File: src/rtl/serial_nibble_rx.sv
// serial_nibble_rx: UART-style deframer feeding a WIDTH-bit parallel-load register.
// Optional even-parity bit built when SERIAL_NIBBLE_RX_PARITY_EN is defined.
module serial_nibble_rx #(
  parameter int WIDTH      = 4,
  parameter int BIT_CYCLES = 4
) (
  input  logic             clk,
  input  logic             rst,
  input  logic             sin,
  output logic [WIDTH-1:0] data,
  output logic             load,
  output logic             busy,
  output logic             frame_err,
  output logic             parity_err
);

  localparam int CW = (BIT_CYCLES > 2) ? $clog2(BIT_CYCLES) : 1;
  localparam int BW = (WIDTH > 1) ? $clog2(WIDTH) : 1;

  localparam logic [CW-1:0] HALF = CW'(BIT_CYCLES / 2 - 1);
  localparam logic [CW-1:0] FULL = CW'(BIT_CYCLES - 1);
  localparam logic [BW-1:0] LAST = BW'(WIDTH - 1);

`ifdef SERIAL_NIBBLE_RX_PARITY_EN
  typedef enum logic [2:0] {
    IDLE, START, DATA, PARITY, STOP, BREAK
  } state_t;
`else
  typedef enum logic [2:0] {
    IDLE, START, DATA, STOP, BREAK
  } state_t;
`endif

  state_t           state;
  logic [CW-1:0]    cnt;
  logic [BW-1:0]    bitn;
  logic [WIDTH-1:0] shreg;

`ifdef SERIAL_NIBBLE_RX_PARITY_EN
  logic             perr;
`else
  assign parity_err = 1'b0;
`endif

  // Frame FSM: mid-bit sampling, word assembly and registered strobes
  always_ff @(posedge clk) begin
    if (rst) begin
      state     <= IDLE;
      cnt       <= '0;
      bitn      <= '0;
      shreg     <= '0;
      data      <= '0;
      load      <= 1'b0;
      busy      <= 1'b0;
      frame_err <= 1'b0;
`ifdef SERIAL_NIBBLE_RX_PARITY_EN
      perr       <= 1'b0;
      parity_err <= 1'b0;
`endif
    end else begin
      load      <= 1'b0;
      frame_err <= 1'b0;
`ifdef SERIAL_NIBBLE_RX_PARITY_EN
      parity_err <= 1'b0;
`endif
      unique case (state)
        IDLE: begin
          if (!sin) begin
            state <= START;
            busy  <= 1'b1;
            cnt   <= '0;
          end
        end
        START: begin
          if (cnt == HALF) begin
            cnt <= '0;
            if (sin) begin
              state <= IDLE;
              busy  <= 1'b0;
            end else begin
              state <= DATA;
              bitn  <= '0;
            end
          end else begin
            cnt <= cnt + 1'b1;
          end
        end
        DATA: begin
          if (cnt == FULL) begin
            cnt         <= '0;
            shreg[bitn] <= sin;
            if (bitn == LAST) begin
`ifdef SERIAL_NIBBLE_RX_PARITY_EN
              state <= PARITY;
`else
              state <= STOP;
`endif
            end else begin
              bitn <= bitn + 1'b1;
            end
          end else begin
            cnt <= cnt + 1'b1;
          end
        end
`ifdef SERIAL_NIBBLE_RX_PARITY_EN
        PARITY: begin
          if (cnt == FULL) begin
            cnt   <= '0;
            perr  <= (^shreg) ^ sin;
            state <= STOP;
          end else begin
            cnt <= cnt + 1'b1;
          end
        end
`endif
        STOP: begin
          if (cnt == FULL) begin
            cnt  <= '0;
            busy <= 1'b0;
            if (sin) begin
              state <= IDLE;
`ifdef SERIAL_NIBBLE_RX_PARITY_EN
              if (perr) begin
                parity_err <= 1'b1;
              end else begin
                load <= 1'b1;
                data <= shreg;
              end
`else
              load <= 1'b1;
              data <= shreg;
`endif
            end else begin
              state     <= BREAK;
              frame_err <= 1'b1;
`ifdef SERIAL_NIBBLE_RX_PARITY_EN
              parity_err <= perr;
`endif
            end
          end else begin
            cnt <= cnt + 1'b1;
          end
        end
        BREAK: begin
          if (sin) begin
            state <= IDLE;
          end
        end
        default: begin
          state <= IDLE;
          busy  <= 1'b0;
        end
      endcase
    end
  end

endmodule

File: config.mk
export PLATFORM = sky130hd
export DESIGN_NAME = serial_nibble_rx
export DESIGN_NICKNAME = d
export VERILOG_FILES = /design/src/rtl/serial_nibble_rx.sv
export SDC_FILE = /design/constraint.sdc
export NUM_CORES = 1
export LEC_CHECK = 0
export ABC_CLOCK_PERIOD_IN_PS = 3600
export BUFFER_PORTS_ARGS = -buffer_cell sky130_fd_sc_hd__clkbuf_2
export CAP_MARGIN = 20
export CORE_MARGIN = 1.5
export CORE_UTILIZATION = 47
export CTS_BUF_LIST = sky130_fd_sc_hd__clkbuf_8
export CTS_CLUSTER_DIAMETER = 100
export DETAILED_ROUTE_END_ITERATION = 6
export HOLD_SLACK_MARGIN = 0.06
export PLACE_DENSITY = 0.75
export SLEW_MARGIN = 25
export SYNTH_ARGS = -nofsm -noshare
export SYNTH_HDL_FRONTEND = slang
export SYNTH_SLANG_ARGS = --single-unit
export TNS_END_PERCENT = 100
File: constraint.sdc
create_clock -name clk -period 3.6 [get_ports clk]
set_input_delay 0 -clock clk [delete_from_list [all_inputs] [get_ports clk]]
set_output_delay 0 -clock clk [all_outputs]
set_load 0.03 [all_outputs]
==> results_dict.tcl, run 1 <==
set metrics [dict create \
    status "completed" \
    syn-instance-count 112 \
    dp_hpwl_um 1330 \
    wl_um 1920 \
    slew_headroom 0.624 \
    hold_class "in2reg" \
    antenna_found_initial 0 \
    dp_cells 141 \
    critPathMaxStageDelay_ps 400 \
    layout.nets 130 \
    fin_crit_ps 1520 \
    worst_ep_arrival_time_ps 1640 \
    peakVddDrop_v 0.000220 \
    grt_pass1_vias 767 \
    cts_sinks 18 \
    synth.distinct_cells 36 \
    synth-async-reset-ratio 0 \
    hp-start "sin" \
    power_density_nw_per_um2 381 \
    place.gp.congestion 0.788 \
    start_util 0.499 \
    p_leak_nw 0.437 \
    ys_warn_count 0 \
    cp-end-kind "flip-flop" \
    required_ps 3720 \
    synth-seq-area-share 0.364 \
    critPathMaxFanout 8 \
    clk_path_buf_depth 2 \
    cts_tree "built" \
    post_cts_buffers 0 \
    first_pass_iters 4 \
    io_buffers 9 \
    yosys_register_bits 18 \
    ant_nets 0 \
    hold_buffers 0 \
    regToRegStartpoint "cnt[0]$_SDFFE_PP0P_" \
    rsz0062_at_grt "no" \
    r2r_slack_ps 2080 \
    finalCritPeriodShare 0.421 \
    post_drt_wl_per_cell_um 13.2 \
    vias_per_cell 5.69 \
    clk_pin_slew_ps 70 \
    diodes 0 \
    path_buf_inv 0 \
    grt_pass1_wl_um 3420 \
    cp_top_family "flip-flops" \
    die_area_um2 2390 \
    worstMarginPinSlew_ps 563 \
    drv_slew 0 \
    pin_count 11 \
    fin_util 0.545 \
    die_w_um 48.9 \
    post_cts_resized 0 \
    dieHeight_um 48.9 \
    grt_max_degree 21 \
    timing.rr.end "data[0]$_SDFFE_PP0P_" \
    avgSynthCellArea_um2 8.84 \
    cts-root-buf "clkbuf_8" \
    route.detailed.drc 0 \
    crit_path_top_delay_cell "dfxtp_1" \
    dr.first_iter.drc_count 22 \
    h-tree-depth 1 \
    setup_tns_ps 0 \
    finalSetupViolCount 0 \
    cts_inserted_buffers 3 \
    maxCapViolations 0 \
    synth_edf_count 0 \
    power_uw 412 \
    worst_hold_path.num_cells 2 \
    vias 825 \
    track_usage 0.177 \
    skew_ps 2.82 \
    fmax_mhz 660 \
    fin_cells 145 \
    cp_cell_sequence "ha_1 -> nand4b_1 -> o21ai_0 -> a21oi_1" \
    synth_area_um2 990 \
    most-common-layout-cells "18 x dfxtp_1, 16 x nand2_1, 9 x clkbuf_2" \
    path_class "reg2reg" \
    n_fill_cell 189 \
    reg2reg_depth 4 \
    rows 16 \
    syn_to_final_growth_pct 9.10 \
    worst_setup_path_start_kind "flip-flop" \
    worstSkewPairLatency_ps 250 \
    drive_gt1_frac 0.144 \
    final_common_cell "dfxtp_1" \
    grt-ovfl-total 0 \
    synthesis.nets 123 \
    synth_flop_cell "dfxtp_1" \
    hold_path_end "state[2]$_SDFFE_PP0P_" \
    final-hold-violation-count 0 \
    core_um2 1980 \
]
[through the flow]
| stage | worst slack (ps) | instance area [um2] | hold slack (ps) |
|---|---|---|---|
| final | 2080 | 1080 | 138 |
| after global routing | 1960 | 1080 | 157 |
| after CTS | 2090 | 1080 | 129 |
| after detailed placement | 2100 | 1020 | 385 |
| after global placement | 2140 | 1020 | 380 |
| after floorplan | 2270 | 990 | 114 |
[power breakdown]
| group | total (mW) | leakage [nW] | switching (mW) | internal (mW) |
|---|---|---|---|---|
| Combinational | 0.0389 | 0.263 | 0.0233 | 0.0155 |
| Sequential | 0.212 | 0.146 | 0.00842 | 0.204 |
| Clock | 0.161 | 0.0288 | 0.0636 | 0.0970 |
| Total | 0.412 | 0.437 | 0.0953 | 0.316 |
[worst max-delay path by stage]
stage	start	to	slack, ps	cells past startpoint
floorplan	cnt[1]$_SDFFE_PP0P_	bitn[1]$_SDFFE_PP0P_	2270	5
global placement	state[1]$_SDFFE_PP0P_	bitn[1]$_SDFFE_PP0P_	2140	3
detailed placement	state[1]$_SDFFE_PP0P_	bitn[1]$_SDFFE_PP0P_	2100	3
CTS	state[1]$_SDFFE_PP0P_	bitn[1]$_SDFFE_PP0P_	2090	3
global route	state[1]$_SDFFE_PP0P_	data[0]$_SDFFE_PP0P_	1960	3
finish	cnt[0]$_SDFFE_PP0P_	data[0]$_SDFFE_PP0P_	2080	4
[cells in the mapped netlist (2+ instances only)]
| cell | number | area (um2) |
|---|---|---|
| buf_2 | 2 | 10.0 |
| dfxtp_1 | 18 | 360 |
| inv_1 | 6 | 22.5 |
| a21oi_1 | 8 | 40.0 |
| nand2_1 | 16 | 60.1 |
| nand3_1 | 5 | 25.0 |
| nor3_1 | 4 | 20.0 |
| nor3b_1 | 3 | 22.5 |
| mux2i_1 | 7 | 70.1 |
| buf_4 | 2 | 15.0 |
| nor2b_1 | 3 | 18.8 |
| o21ai_0 | 7 | 35.0 |
| ha_1 | 8 | 100 |
[final cells by class]
type                            instances  area, um2  area share
Clock buffer                            4       55.1      0.0510
Multi-Input combinational cell         80        559       0.518
Inverter                                7       26.3      0.0243
Tap cell                               27       33.8      0.0313
Timing Repair Buffer                    9       45.0      0.0417
Sequential cell                        18        360       0.334
[state kept, by name (all words and copies together), names as in the netlist]
name	flops
data	4
shreg	4
state	3
bitn	2
cnt	2
busy	1
frame_err	1
load	1
[worst reg2reg max path, delay by kind of cell, from the launching register on]
family                   cells  cell delay [ps]
flip-flops                   1              400
adder cells (fa/ha/maj)      1              340
AO/OA/AOI/OAI                2              360
AND/OR/NAND/NOR              1              300
[routing by layer]
layer	routed length [um]	part of all wire	GRT usage	up-vias
li1	-	-	-	405
met1	892	0.47	0.251	402
met2	964	0.50	0.285	13
met3	46	0.024	0.0184	5
met4	14	0.0073	0.0524	0
met5	0	0	0	-
[kinds of logic (layout without fill, tap and decap cells)]
family          Yosys count  in the layout  share of synthesized area
compound gates           23             23                      0.157
mux                       7              7                     0.0708
buf+inv                  14             20                     0.0708
other cells               1              1                    0.00379
fa+ha+maj                 8              8                      0.101
flops                    18             18                      0.364
simple gates             41             41                      0.233
(Power assumes the default switching activity.)
==> run 2, diff against run 1 <==
--- a/config.mk
+++ b/config.mk
@@ -5,7 +5,8 @@
 export SDC_FILE = /design/constraint.sdc
 export NUM_CORES = 1
 export LEC_CHECK = 0
-export ABC_CLOCK_PERIOD_IN_PS = 3600
+export ABC_AREA = 1
+export ABC_CLOCK_PERIOD_IN_PS = 1500
 export BUFFER_PORTS_ARGS = -buffer_cell sky130_fd_sc_hd__clkbuf_2
 export CAP_MARGIN = 20
 export CORE_MARGIN = 1.5
==> constraint.sdc (replaced) <==
create_clock -name clk -period 1.5 [get_ports clk]
set_input_delay 0 -clock clk [delete_from_list [all_inputs] [get_ports clk]]
set_output_delay 0 -clock clk [all_outputs]
set_load 0.03 [all_outputs]
==> run 2 against run 1 <==
Utilization is 2.4 points higher. Synthesized cell count grew 26%. Clock-buffer cell count is the same. First-iteration DRC count down 36%. Routed wire length is 1.8% higher. Clock skew is essentially flat. Non-clock buffer count is 1 higher. Combinational power grew to 16 times the previous value. Final cell count is 23% higher. Critical endpoint is now state[1]$_SDFFE_PP0P_. Setup slack lost 1900 ps.
==> results_dict.tcl, run 2 <==
set metrics [dict create \
    finalSetupViolCount 0 \
    power_mw 1.61 \
    synth.distinct_cells 25 \
    synth_adder_area_share 0.0971 \
    pin_count 11 \
    avgSynthCellArea_um2 7.31 \
    required_ps 1640 \
    synth-async-reset-ratio 0 \
    synth_top_area_cell "dfxtp_1" \
    vias_per_cell 4.91 \
    route.detailed.drc 0 \
    regToRegStartpoint "cnt[1]$_SDFFE_PP0P_" \
    dp_hpwl_um 1500 \
    power_density_nw_per_um2 1400 \
    synth_top_family_by_area "simple AND/OR/NAND/NOR gates" \
    hold_class "in2reg" \
    rows 16 \
    yosys-mux-area-fraction 0 \
    grt_pass1_vias 810 \
    synth.most_common_cell "nand2_1" \
    io_buffers 9 \
    clockPowerShare 0.242 \
    dp_cells 173 \
    drive_gt1_frac 0.238 \
    p_sw_uw 626 \
    worstSkewPairLatency_ps 250 \
    status "completed" \
    cts_sinks 18 \
    final_common_cell "nand2_1" \
    dieHeight_um 49.8 \
    critPathMaxFanout 5 \
    wl_um 1950 \
    synth_compound_area_frac 0.143 \
    diodes 0 \
    synth_edf_count 0 \
    finalCritPeriodShare 0.885 \
    cts-root-buf "clkbuf_8" \
    grt_pass1_wl_um 3350 \
    pwr-share-comb 0.380 \
    synth-seq-area-share 0.350 \
    fin_crit_ps 1330 \
    layout.nets 163 \
    worst_ep_arrival_time_ps 1470 \
    maxCapViolations 0 \
    cp-end-kind "flip-flop" \
    path_class "reg2reg" \
    start_util 0.510 \
    cts_tree "built" \
    fin_area_um2 1150 \
    synth_xor_area_frac 0 \
    synth_common_cells "27 x nand2_1, 18 x dfxtp_1, 18 x inv_1, 15 x nor2_1, 10 x nand3_1" \
    yosys.area_share.simple 0.299 \
    die_w_um 49.8 \
    fmax_mhz 753 \
    n_fill_cell 188 \
    grt-ovfl-total 0 \
    antenna_found_initial 0 \
    reg_top3 "data: 4 flops, shreg: 4 flops, state: 3 flops" \
    ant_nets 0 \
    syn-instance-count 141 \
    track_usage 0.175 \
    place.gp.congestion 0.890 \
    synthesis.nets 152 \
    swShare 0.388 \
    crit_path_start "cnt[1]$_SDFFE_PP0P_" \
    synth_area_um2 1030 \
    most-common-layout-cells "27 x nand2_1, 18 x inv_1, 17 x dfxtp_1" \
    post_drt_wl_per_cell_um 11.0 \
    final-hold-violation-count 0 \
    clk_pin_slew_ps 70 \
    drv_slew 0 \
    h-tree-depth 1 \
    worst_setup_path_start_kind "flip-flop" \
    p_leak_nw 0.554 \
    yosysTopAreaCellShare 0.350 \
    post_cts_buffers 0 \
    power_frac_seq 0.379 \
    peakVddDrop_v 0.000865 \
    synthTopCellsByArea "dfxtp_1 35%, nand2_1 9.8%, ha_1 9.7%" \
    syn_to_final_growth_pct 11.7 \
    grt_max_degree 13 \
    cts_inserted_buffers 3 \
    postPlaceCellArea_um2 1080 \
    setup_tns_ps 0 \
    synth_flop_cell "dfxtp_1" \
    clk_path_buf_depth 2 \
    p_int_uw 988 \
    skew_ps 2.90 \
    hp-start "sin" \
    dr.first_iter.drc_count 14 \
    first_pass_iters 4 \
    ys_warn_count 0 \
    yosys_register_bits 18 \
    core_um2 2020 \
    die_area_um2 2480 \
    fin_cells 178 \
    vias 874 \
    rsz0062_at_grt "no" \
]
[run 2: cell types whose count changed after synthesis, sizes merged, moves of 2 or more]
cell / before / now
and4bb: 2 / 0
nand3: 5 / 11
inv: 6 / 23
mux2i: 7 / 0
buf: 6 / 4
nor2: 1 / 20
nor3: 4 / 2
a21oi: 8 / 12
nor2b: 3 / 0
nor3b: 3 / 0
nand2: 16 / 30
[run 2: cells by family after synthesis]
kind of cell | after synthesis
other cells | 1
compound gates | 23
simple gates | 64
fa+ha+maj | 8
flops | 18
buf+inv | 27
[run 2: per-stage QoR]
stage,utilization,setup WS [ps],hold slack [ps]
CTS,0.569,89.6,92.6
finish,0.569,173,90.9
floorplan,-,313,69.1
global route,0.569,57.1,99.5
detailed placement,0.537,99.6,297
global placement,0.537,140,290
[run 2: path summary, 6_finish.rpt]
check	endpoint	slack (ps)	cells past startpoint
setup / recovery	state[1]$_SDFFE_PP0P_	170	8
hold / removal	frame_err$_SDFF_PP0_	90	2
setup reg to reg	state[1]$_SDFFE_PP0P_	170	8
hold reg to reg	data[2]$_SDFFE_PP0P_	460	2
[run 2: power groups by stage]
| stage | clock (mW) | combinational (mW) | sequential [mW] |
|---|---|---|---|
| floorplan | 0 | 0.505 | 0.612 |
| global placement | 0 | 0.590 | 0.614 |
| CTS | 0.399 | 0.612 | 0.610 |
| detailed placement | 0 | 0.607 | 0.621 |
| global route | 0.424 | 0.700 | 0.620 |
| finish | 0.390 | 0.613 | 0.611 |
[run 2: metal layers]
layer	part of all wire	vias to the layer above	GRT usage	wire length [um]
met5	0	-	0	0
met2	0.48	18	0.307	935
li1	-	462	-	-
met1	0.48	394	0.213	945
met3	0.037	0	0.0545	72
met4	0	0	0.0278	0
[run 2: repair_timing]
action | 4_1_cts | 5_1_grt
hold buffers | 1 | 0
hold endpoints to repair | 6 | 0
gates resized for setup | 0 | 1
endpoints found under the setup margin | 0 | 2
[run 2: layout make-up]
cell class	instances	area, um2	share of cell area
Timing Repair Buffer	10	55.1	0.0478
Clock buffer	4	55.1	0.0478
Inverter	23	86.3	0.0750
Tap cell	27	33.8	0.0293
Multi-Input combinational cell	96	559	0.486
Sequential cell	18	362	0.314
[run 2: critical path, cell delays in order (launching register included)]
cell and delay (ps):
dfxtp_1 390, inv_1 60, ha_1 190, inv_1 70, nand3_1 120, nand2_1 110, inv_1 80, a21oi_1 140
nor2_1 50
